[config.mk]
export PLATFORM = sky130hd
export DESIGN_NAME = shift_pipe
export DESIGN_NICKNAME = d
export VERILOG_FILES = /design/src/rtl/shift_pkg.sv /design/src/rtl/shift_stage.sv /design/src/rtl/shift_pipe.sv
export SDC_FILE = /design/constraint.sdc
export NUM_CORES = 1
export LEC_CHECK = 0
export ABC_CLOCK_PERIOD_IN_PS = 1600
export CORE_ASPECT_RATIO = 2
export CORE_MARGIN = 2
export CORE_UTILIZATION = 35
export CTS_BUF_LIST = sky130_fd_sc_hd__clkbuf_4 sky130_fd_sc_hd__clkbuf_8 sky130_fd_sc_hd__clkbuf_16
export DETAILED_ROUTE_END_ITERATION = 8
export HOLD_SLACK_MARGIN = 0.1
export PLACE_DENSITY = 0.66
export SETUP_SLACK_MARGIN = 0.3
export SKIP_CTS_REPAIR_TIMING = 1
export SLEW_MARGIN = 20
export SYNTH_ARGS = -nofsm -noshare
export SYNTH_HDL_FRONTEND = slang
export SYNTH_HIERARCHICAL = 1
export SYNTH_SLANG_ARGS = --single-unit
[constraint.sdc]
create_clock -name clk -period 1.6 [get_ports clk]
set_input_delay 0.24 -clock clk [delete_from_list [all_inputs] [get_ports clk]]
set_output_delay 0.24 -clock clk [all_outputs]
set_load 0.1 [all_outputs]
[src/rtl/shift_pkg.sv]
// Shared types for the pipelined barrel shifter: operation encoding used by
// the top level and every shift level.
package shift_pkg;

  typedef enum logic [1:0] {
    SLL = 2'b00,
    SRL = 2'b01,
    SRA = 2'b10,
    ROR = 2'b11
  } shift_op_t;

endpackage

[src/rtl/shift_stage.sv]
// One log-shifter level: shifts by 2**K when shamt bit K is set, then
// registers data, shamt, op, the SRA fill bit and a valid flag.
module shift_stage
  import shift_pkg::*;
#(
  parameter int N = 32,
  parameter int K = 0,
  localparam int S = $clog2(N)
) (
  input  logic            clk,
  input  logic            rst_n,
  input  logic            flush,
  input  logic            load,
  input  logic            in_valid,
  input  logic [N-1:0]    in_data,
  input  logic [S-1:0]    in_shamt,
  input  shift_op_t       in_op,
  input  logic            in_fill,
  output logic            out_valid,
  output logic [N-1:0]    out_data,
  output logic [S-1:0]    out_shamt,
  output shift_op_t       out_op,
  output logic            out_fill
);

  localparam int A = 1 << K;

  logic [N-1:0] shifted;
  logic [A-1:0] hi_bits;

  logic         valid_q, valid_d;
  logic [N-1:0] data_q,  data_d;
  logic [S-1:0] shamt_q, shamt_d;
  shift_op_t    op_q,    op_d;
  logic         fill_q,  fill_d;

  // Right shifts share one datapath; only the bits entering at the top differ.
  always_comb begin
    hi_bits = '0;
    case (in_op)
      SRA:     hi_bits = {A{in_fill}};
      ROR:     hi_bits = in_data[A-1:0];
      default: hi_bits = '0;
    endcase
    shifted = in_data;
    if (in_shamt[K]) begin
      if (in_op == SLL) begin
        shifted = {in_data[N-A-1:0], {A{1'b0}}};
      end else begin
        shifted = {hi_bits, in_data[N-1:A]};
      end
    end
  end

  always_comb begin
    valid_d = valid_q;
    data_d  = data_q;
    shamt_d = shamt_q;
    op_d    = op_q;
    fill_d  = fill_q;
    if (flush) begin
      valid_d = 1'b0;
    end else if (load) begin
      valid_d = in_valid;
      if (in_valid) begin
        data_d  = shifted;
        shamt_d = in_shamt;
        op_d    = in_op;
        fill_d  = in_fill;
      end
    end
  end

  always_ff @(posedge clk or negedge rst_n) begin
    if (!rst_n) begin
      valid_q <= 1'b0;
      data_q  <= '0;
      shamt_q <= '0;
      op_q    <= SLL;
      fill_q  <= 1'b0;
    end else begin
      valid_q <= valid_d;
      data_q  <= data_d;
      shamt_q <= shamt_d;
      op_q    <= op_d;
      fill_q  <= fill_d;
    end
  end

  assign out_valid = valid_q;
  assign out_data  = data_q;
  assign out_shamt = shamt_q;
  assign out_op    = op_q;
  assign out_fill  = fill_q;

endmodule

[src/rtl/shift_pipe.sv]
// Pipelined barrel shifter (SLL/SRL/SRA/ROR), one log-shift level per stage,
// with valid/ready flow control, synchronous flush and async reset.
module shift_pipe
  import shift_pkg::*;
#(
  parameter int N = 32,
  localparam int S = $clog2(N)
) (
  input  logic          clk,
  input  logic          rst_n,
  input  logic          flush,
  input  logic          in_valid,
  output logic          in_ready,
  input  logic [N-1:0]  in_data,
  input  logic [S-1:0]  in_shamt,
  input  shift_op_t     in_op,
  output logic          out_valid,
  input  logic          out_ready,
  output logic [N-1:0]  out_data
);

  // Index 0 is the accepted request; index k+1 is the register of stage k.
  logic         valid_a [0:S];
  logic [N-1:0] data_a  [0:S];
  logic [S-1:0] shamt_a [0:S];
  shift_op_t    op_a    [0:S];
  logic         fill_a  [0:S];
  logic [S:0]   adv;

  // A stage may load when its register is empty or its successor is loading.
  always_comb begin
    adv    = '0;
    adv[S] = out_ready;
    for (int k = S - 1; k >= 0; k--) begin
      adv[k] = ~valid_a[k+1] | adv[k+1];
    end
  end

  assign in_ready   = rst_n & ~flush & adv[0];
  assign valid_a[0] = in_valid & in_ready;
  assign data_a[0]  = in_data;
  assign shamt_a[0] = in_shamt;
  assign op_a[0]    = in_op;
  assign fill_a[0]  = in_data[N-1];

  genvar gi;
  generate
    for (gi = 0; gi < S; gi++) begin : g_stage
      shift_stage #(
        .N (N),
        .K (gi)
      ) u_stage (
        .clk       (clk),
        .rst_n     (rst_n),
        .flush     (flush),
        .load      (adv[gi]),
        .in_valid  (valid_a[gi]),
        .in_data   (data_a[gi]),
        .in_shamt  (shamt_a[gi]),
        .in_op     (op_a[gi]),
        .in_fill   (fill_a[gi]),
        .out_valid (valid_a[gi+1]),
        .out_data  (data_a[gi+1]),
        .out_shamt (shamt_a[gi+1]),
        .out_op    (op_a[gi+1]),
        .out_fill  (fill_a[gi+1])
      );
    end
  endgenerate

  assign out_valid = valid_a[S];
  assign out_data  = data_a[S];

endmodule

# --- Yosys cells after proc, flatten, opt, wreduce, memory -nomap -nowiden ---
# Cells that the tools add are included.
op_classes:
  shift: 0
  n_addsub: 0
  mux: 25
  n_bitwise: 14
  n_lt_le_gt_ge: 0
  multipliers: 0
  div: 0
  reduce_logical: 15
  n_eq_ne: 10
op_table:
  columns: ["op", "n"]
  rows:
  - ["$mux 32", 10]
  - ["$pmux 16 s2", 1]
  - ["$eq 2x2->1 const B", 10]
  - ["$pmux 8 s2", 1]
  - ["$reduce_and 3->1", 5]
  - ["$logic_not 2->1", 5]
  - ["$mux 1", 10]
  - ["$reduce_bool 2->1", 5]
  - ["$pmux 4 s2", 1]
  - ["$not 1->1", 6]
  - ["$or 1x1->1", 5]
  - ["$pmux 2 s2", 1]
  - ["$and 1x1->1", 3]
  - ["$pmux 1 s2", 1]
totals:
  regBits: 197
  memories: 0
  latchBits: 0
  mem_bits_rw: 0
  romBits: 0
  in_bits: 44
  word_cells: 86

# --- Logic depth before layout (Yosys ltp) ---
# Gate-level depths: netlist of run 1.
depth:
  word_depth: 10
  ltp_mapped: 7

# --- Cells and area by module ---
# Netlist of run 1, hierarchy kept.
modules_own_cells:
  columns: ["module", "instances", "cells_each", "area_each_um2", "seq_area_each_um2"]
  rows:
  - ["shift_stage (g_stage[1].u_stage)", 1, 254, 2255.9, 1026.0]
  - ["shift_stage (g_stage[0].u_stage)", 1, 255, 2254.7, 1026.0]
  - ["shift_stage (g_stage[2].u_stage)", 1, 250, 2222.1, 1026.0]
  - ["shift_stage (g_stage[3].u_stage)", 1, 246, 2190.9, 1026.0]
  - ["shift_stage (g_stage[4].u_stage)", 1, 200, 1931.9, 1026.0]
  - ["shift_pipe", 1, 10, 71.3, 0.0]

# --- Worst setup path after synthesis of run 1 ---
# OpenSTA, ideal clock, no wires.
synth_path:
  path_type: "register to output"
  start: "reg g_stage[4].u_stage.valid_q"
  end: "out in_ready"
  path_stages_with_launch: 3
  path_slack_ns: -1.335
  n_path_buf: 0
  arrival_ns: 2.695
  path_cell_list: "dfrtp_1 and4b_4 a31oi_1"
synth_between:
  elab_chain_cells: 7
synth_lines:
  columns: ["item", "line_no", "text"]
  rows:
  - ["from (decl)", "shift_stage.sv:31", "logic valid_q, valid_d;"]
  - ["from (signal assigned)", "shift_stage.sv:82", "valid_q <= valid_d;"]
  - ["$not 1->1", "shift_pipe.sv:35", "adv[k] = ~valid_a[k+1] | adv[k+1];"]
  - ["$or 1x1->1 (5 in series)", "shift_pipe.sv:35", null]
  - ["$and 1x1->1", "shift_pipe.sv:39", "assign in_ready = rst_n & ~flush & adv[0];"]
  - ["to (decl)", "shift_pipe.sv:13", "output logic in_ready,"]
# No other way between the ends.

# --- Final worst setup path of run 1 ---
# Ends and elaborated chain as after synthesis.

==> flow_summary.ini, run 1 <==
[power]
power.leakage_uw = 0.00563
p_per_area_nw_per_um2 = 1100
peakVddDrop_v = 0.000919

[flow_run]
cap_violations = 0

[synth]
syn_avg_cell_area_sq_um = 8.96
netlist_instances = 1148
synth_area_sq_um = 10300
syn-num-nets = 1192
yosysWarnings = 6

[finish]
antenna_cells = 0
final_cell_mix = 218 x o21ai_1, 212 x nand2_1, 186 x dfrtp_1, 98 x a211oi_1, 95 x o21a_1
final_common_cell = o21ai_1
drive_gt1_share_pct = 22.8
fin_area_sq_um = 13400
finalNetCount = 1279
area_growth_pct = 30.4
layout.cells.non_filler = 1608

[worst_setup_path]
cp_max_fo = 4
crit_chain = and4b_4 -> buf_6 -> buf_6 -> a31oi_4 -> buf_12
end_kind = primary output
critical_path_class = reg2out
ff2ff_path_depth = 8
crit_arrival_ns = 1.69
cp-start-kind = register
cpMaxStageDelayCell = dfrtp_4
crit_required_ns = 1.36
critPathMaxStageDelay_ns = 0.47
crit_top_cell = buf_6

[route]
wl_met2_mm = 17.9
initialDrtViolationCount = 544
wl_mm = 31.1
first_pass_iters = 4
met1_length_mm = 9.66
drc = 0
dr.max_layer_used = met4
drt.antenna.violating_nets = 0
vias = 8978
wl_per_cell_um = 19.4
wl_met3_um = 853
vias_per_cell = 5.58

[clock_network]
cts_inserted_buffers = 17
clkLatencyLatePin_ns = 0.44
h-tree-depth = 4
clk_pin_slew_ns = 0.07
cts_tree = yes
cts.path.max_buffers = 2
cts_root_buffer = clkbuf_16
cts_num_sinks = 187

[place]
placed_area_sq_um = 12000
place_congestion = 0.876
placed_cells = 1551
numPortBuffers = 77
dp_hpwl_mm = 21.4

[floorplan]
die_w_um = 125
core-area_sq_um = 28800
start_util_pct = 35.7
dieArea_sq_um = 30900
boundaryPins = 78
rows = 88
die_h_um = 246

[sta]
max_freq_mhz = 518
slew_viol_final = 0
hold_ws_ns = -0.106
fin_crit_sh_pct = 121
skew_ns = 0.0101
tightest_slew_ns = 1.07
max_slew_margin_pct = 28.8
finalCriticalPeriod_ns = 1.93
hold_viol = 19
setup_viol = 92
fin_ws_ns = -0.329
rsz0062_at_grt = yes

[grt]
grt_pass1_vias = 8896
grt_max_degree = 188
antenna_found_initial = 0
grt.overflow.total = 0
grt_pass1_wl_mm = 45.7
grt_usage_pct = 18.3

[outcome]
status = finished, violations left
violations = hold timing, setup timing

[hold_path]
min-delay-path-class = in2async
[path summary, 6_finish.rpt]
path | start | endpoint | slack [ns]
max | g_stage[4].u_stage/out_valid$_DFFE_PN0P_ | in_ready | -0.33
min reg2reg | g_stage[0].u_stage/out_shamt[4]$_DFFE_PN0P_ | g_stage[1].u_stage/out_shamt[4]$_DFFE_PN0P_ | 0.48
max reg2reg | g_stage[4].u_stage/out_valid$_DFFE_PN0P_ | g_stage[2].u_stage/out_data[17]$_DFFE_PN0P_ | -0.26
min | rst_n | g_stage[2].u_stage/out_valid$_DFFE_PN0P_ | -0.11
max in group asynchronous | rst_n | g_stage[4].u_stage/out_data[0]$_DFFE_PN0P_ | 0.85
min in group clk | rst_n | g_stage[0].u_stage/out_valid$_DFFE_PN0P_ | 0.29
[stage by stage]
step | TNS, ns | util (%) | total power (uW) | hold WS (ns) | setup slack [ns]
2_1_floorplan | -12.26 | - | 8770 | -0.0556 | -0.190
3_3_place_gp | -34.10 | 41.7 | 10200 | 0.452 | -0.362
3_5_place_dp | -39.94 | 41.7 | 10300 | 0.460 | -0.437
4_1_cts | -8.54 | 43.7 | 14600 | 0.0419 | -0.455
5_1_grt | -21.06 | 46.5 | 15400 | 0.0767 | -0.384
6_report | -10.88 | 46.5 | 14700 | -0.106 | -0.329
[worst max-delay path: cells and delay by family, from the launching register on]
kind,cells,cell delay (ns)
and+or+nand+nor,1,0.20
buffers and inverters,3,0.42
DFF,1,0.47
AOI/OAI and AO/OA,1,0.14
[layout make-up]
class	count	area (sq um)
clock buffer	18	439
clock inverter	14	154
fill	2838	15400
inverter	10	37.5
multi-input combinational	838	5240
sequential	187	4680
tap	360	450
timing repair buffer	181	2410
[power by group]
part / total, uW / switching [uW] / internal [uW] / leakage, uW
Combinational: 3840 / 2250 / 1590 / 0.00286
Sequential: 6630 / 1130 / 5500 / 0.00248
Clock: 4240 / 1980 / 2260 / 0.000287
Total: 14700 / 5360 / 9350 / 0.00563
[metal layers]
layer | up-vias | global-route usage, %
met2 | 232 | 37.5
li1 | 4336 | -
met5 | - | 0
met3 | 113 | 2.48
met4 | 0 | 11.8
met1 | 4297 | 16.1
[flip-flops by register name (all words and copies together) (netlist names)]
name and cells:
g_stage.u_stage/out_fill 4, g_stage.u_stage/out_shamt 10, g_stage.u_stage/out_data 160, g_stage.u_stage/out_op 8, g_stage.u_stage/out_valid 5
Note: power is estimated with default switching activity, not from simulation.
==> run 2, diff against run 1 <==
- CORE_MARGIN: 2 -> 3
- HOLD_SLACK_MARGIN: 0.1 -> not set
==> run 2 against run 1 <==
  * The flow still finishes with violations (hold timing, setup timing)
  * Worst hold slack improved by 0.085 ns
  * Die area increased by 2.4%
  * Sequential cell count unchanged
  * Combinational power about the same
  * Total power decreased by 0.99%
  * Final area decreased by 1.2%
  * Critical path type unchanged
  * Critical endpoint unchanged
  * Highest routed layer unchanged
==> flow_summary.ini, run 2 (synthesis results as in run 1) <==
[outcome]
status = finished, violations left
violations = hold timing, setup timing

[route]
drc = 0
met1_length_mm = 9.62
initialDrtViolationCount = 594
wl_mm = 30.8
wl_per_cell_um = 19.2
vias_per_cell = 5.60
vias = 8983
wl_met2_mm = 18.0
wl_met3_um = 805
drt.antenna.violating_nets = 0
first_pass_iters = 7
dr.max_layer_used = met4

[grt]
grt_pass1_wl_mm = 45.4
grt.overflow.total = 0
grt_usage_pct = 17.6
antenna_found_initial = 0
grt_max_degree = 188
grt_pass1_vias = 8749

[finish]
drive_gt1_share_pct = 20.1
finalNetCount = 1275
n_fill_cell = 2789
area_growth_pct = 28.8
antenna_cells = 0
largest_reg_flops = 160
final_cell_mix = 219 x o21ai_1, 219 x nand2_1, 185 x dfrtp_1, 95 x o21a_1, 95 x a211oi_1
fin_area_sq_um = 13200
layout.cells.non_filler = 1604

[floorplan]
core-area_sq_um = 29000
dieArea_sq_um = 31600
start_util_pct = 35.5
rows = 88
die_w_um = 127
die_h_um = 248
boundaryPins = 78

[clock_network]
clk_pin_slew_ns = 0.07
cts_tree = yes
clkLatencyLatePin_ns = 0.45
h-tree-depth = 4
cts.path.max_buffers = 2
cts_root_buffer = clkbuf_16
cts_num_sinks = 187
cts_inserted_buffers = 17

[place]
dp_hpwl_mm = 21.4
placed_cells = 1549
numPortBuffers = 77
dp_slack_ns = -0.437
place_congestion = 0.892
placed_area_sq_um = 12000

[worst_setup_path]
startpoint = g_stage[4].u_stage/out_valid$_DFFE_PN0P_
crit_arrival_ns = 1.58
end_kind = primary output
critical_path_class = reg2out
cp-start-kind = register
worstReg2RegStart = g_stage[4].u_stage/out_valid$_DFFE_PN0P_
crit_required_ns = 1.36
cp_max_fo = 3

[sta]
finalCriticalPeriod_ns = 1.82
slew_viol_final = 0
hold_ws_ns = -0.0207
fin_crit_sh_pct = 114
rsz0062_at_grt = yes
tightest_slew_ns = 0.981
skew_ns = 0.0109
fin_ws_ns = -0.219
max_freq_mhz = 550
max_slew_margin_pct = 34.6
fin_setup_tns_ns = -9.14
hold_viol = 6
setup_viol = 108

[flow_run]
cap_violations = 0

[power]
p_per_area_nw_per_um2 = 1100
power.leakage_uw = 0.00557
peakVddDrop_v = 0.000877

[hold_path]
min-delay-path-class = in2async
==> run 2: cell types whose count changed in the layout (fill, tap and decap cells not counted), sizes merged <==
cell      change
inv           +3
clkinvlp      -2
clkbuf        -2
buf           -3
==> run 2: cell type report <==
cell class,instances,area [sq um],area share (%)
flip-flops and latches,187,4680,35.4
well taps,360,450,3.40
repair buffers,177,2370,17.9
clock buffers,17,425,3.21
inverters,10,37.5,0.283
multi-input cells,838,5120,38.7
clock inverters,15,150,1.13
==> run 2: final timing paths <==
path	to	slack, ns	depth (start not counted)
max	in_ready	-0.22	4
min	g_stage[3].u_stage/out_valid$_DFFE_PN0P_	-0.02	2
max reg2reg	g_stage[1].u_stage/out_data[8]$_DFFE_PN0P_	-0.15	8
min reg2reg	g_stage[1].u_stage/out_shamt[3]$_DFFE_PN0P_	0.48	2
max in group asynchronous	g_stage[3].u_stage/out_op[0]$_DFFE_PN0P_	0.89	2
min in group clk	g_stage[0].u_stage/out_valid$_DFFE_PN0P_	0.28	5
==> run 2: where the power goes <==
group          internal (uW)  switching, uW  leakage, uW
combinational           1590           2220      0.00281
clock                   2200           1990     0.000288
sequential              5500           1060      0.00248
==> run 2: metrics by stage <==
step	utilization (%)	power, uW
final	45.7	14600
after floorplan	-	8770
after global routing	45.7	15300
after detailed placement	41.4	10300
after global placement	41.4	10200
after CTS	43.4	14500
==> run 2: routing by layer <==
layer	GRT usage, %	vias up
met5	0	-
met4	10.5	0
met3	2.36	113
met2	35.2	237
met1	16.1	4300
li1	-	4333
==> run 2: critical path, stage by stage, from the launching register on <==
cell and delay, ns:
dfrtp_4 0.47, and4b_4 0.20, buf_6 0.12, a31oi_4 0.14, buf_12 0.19
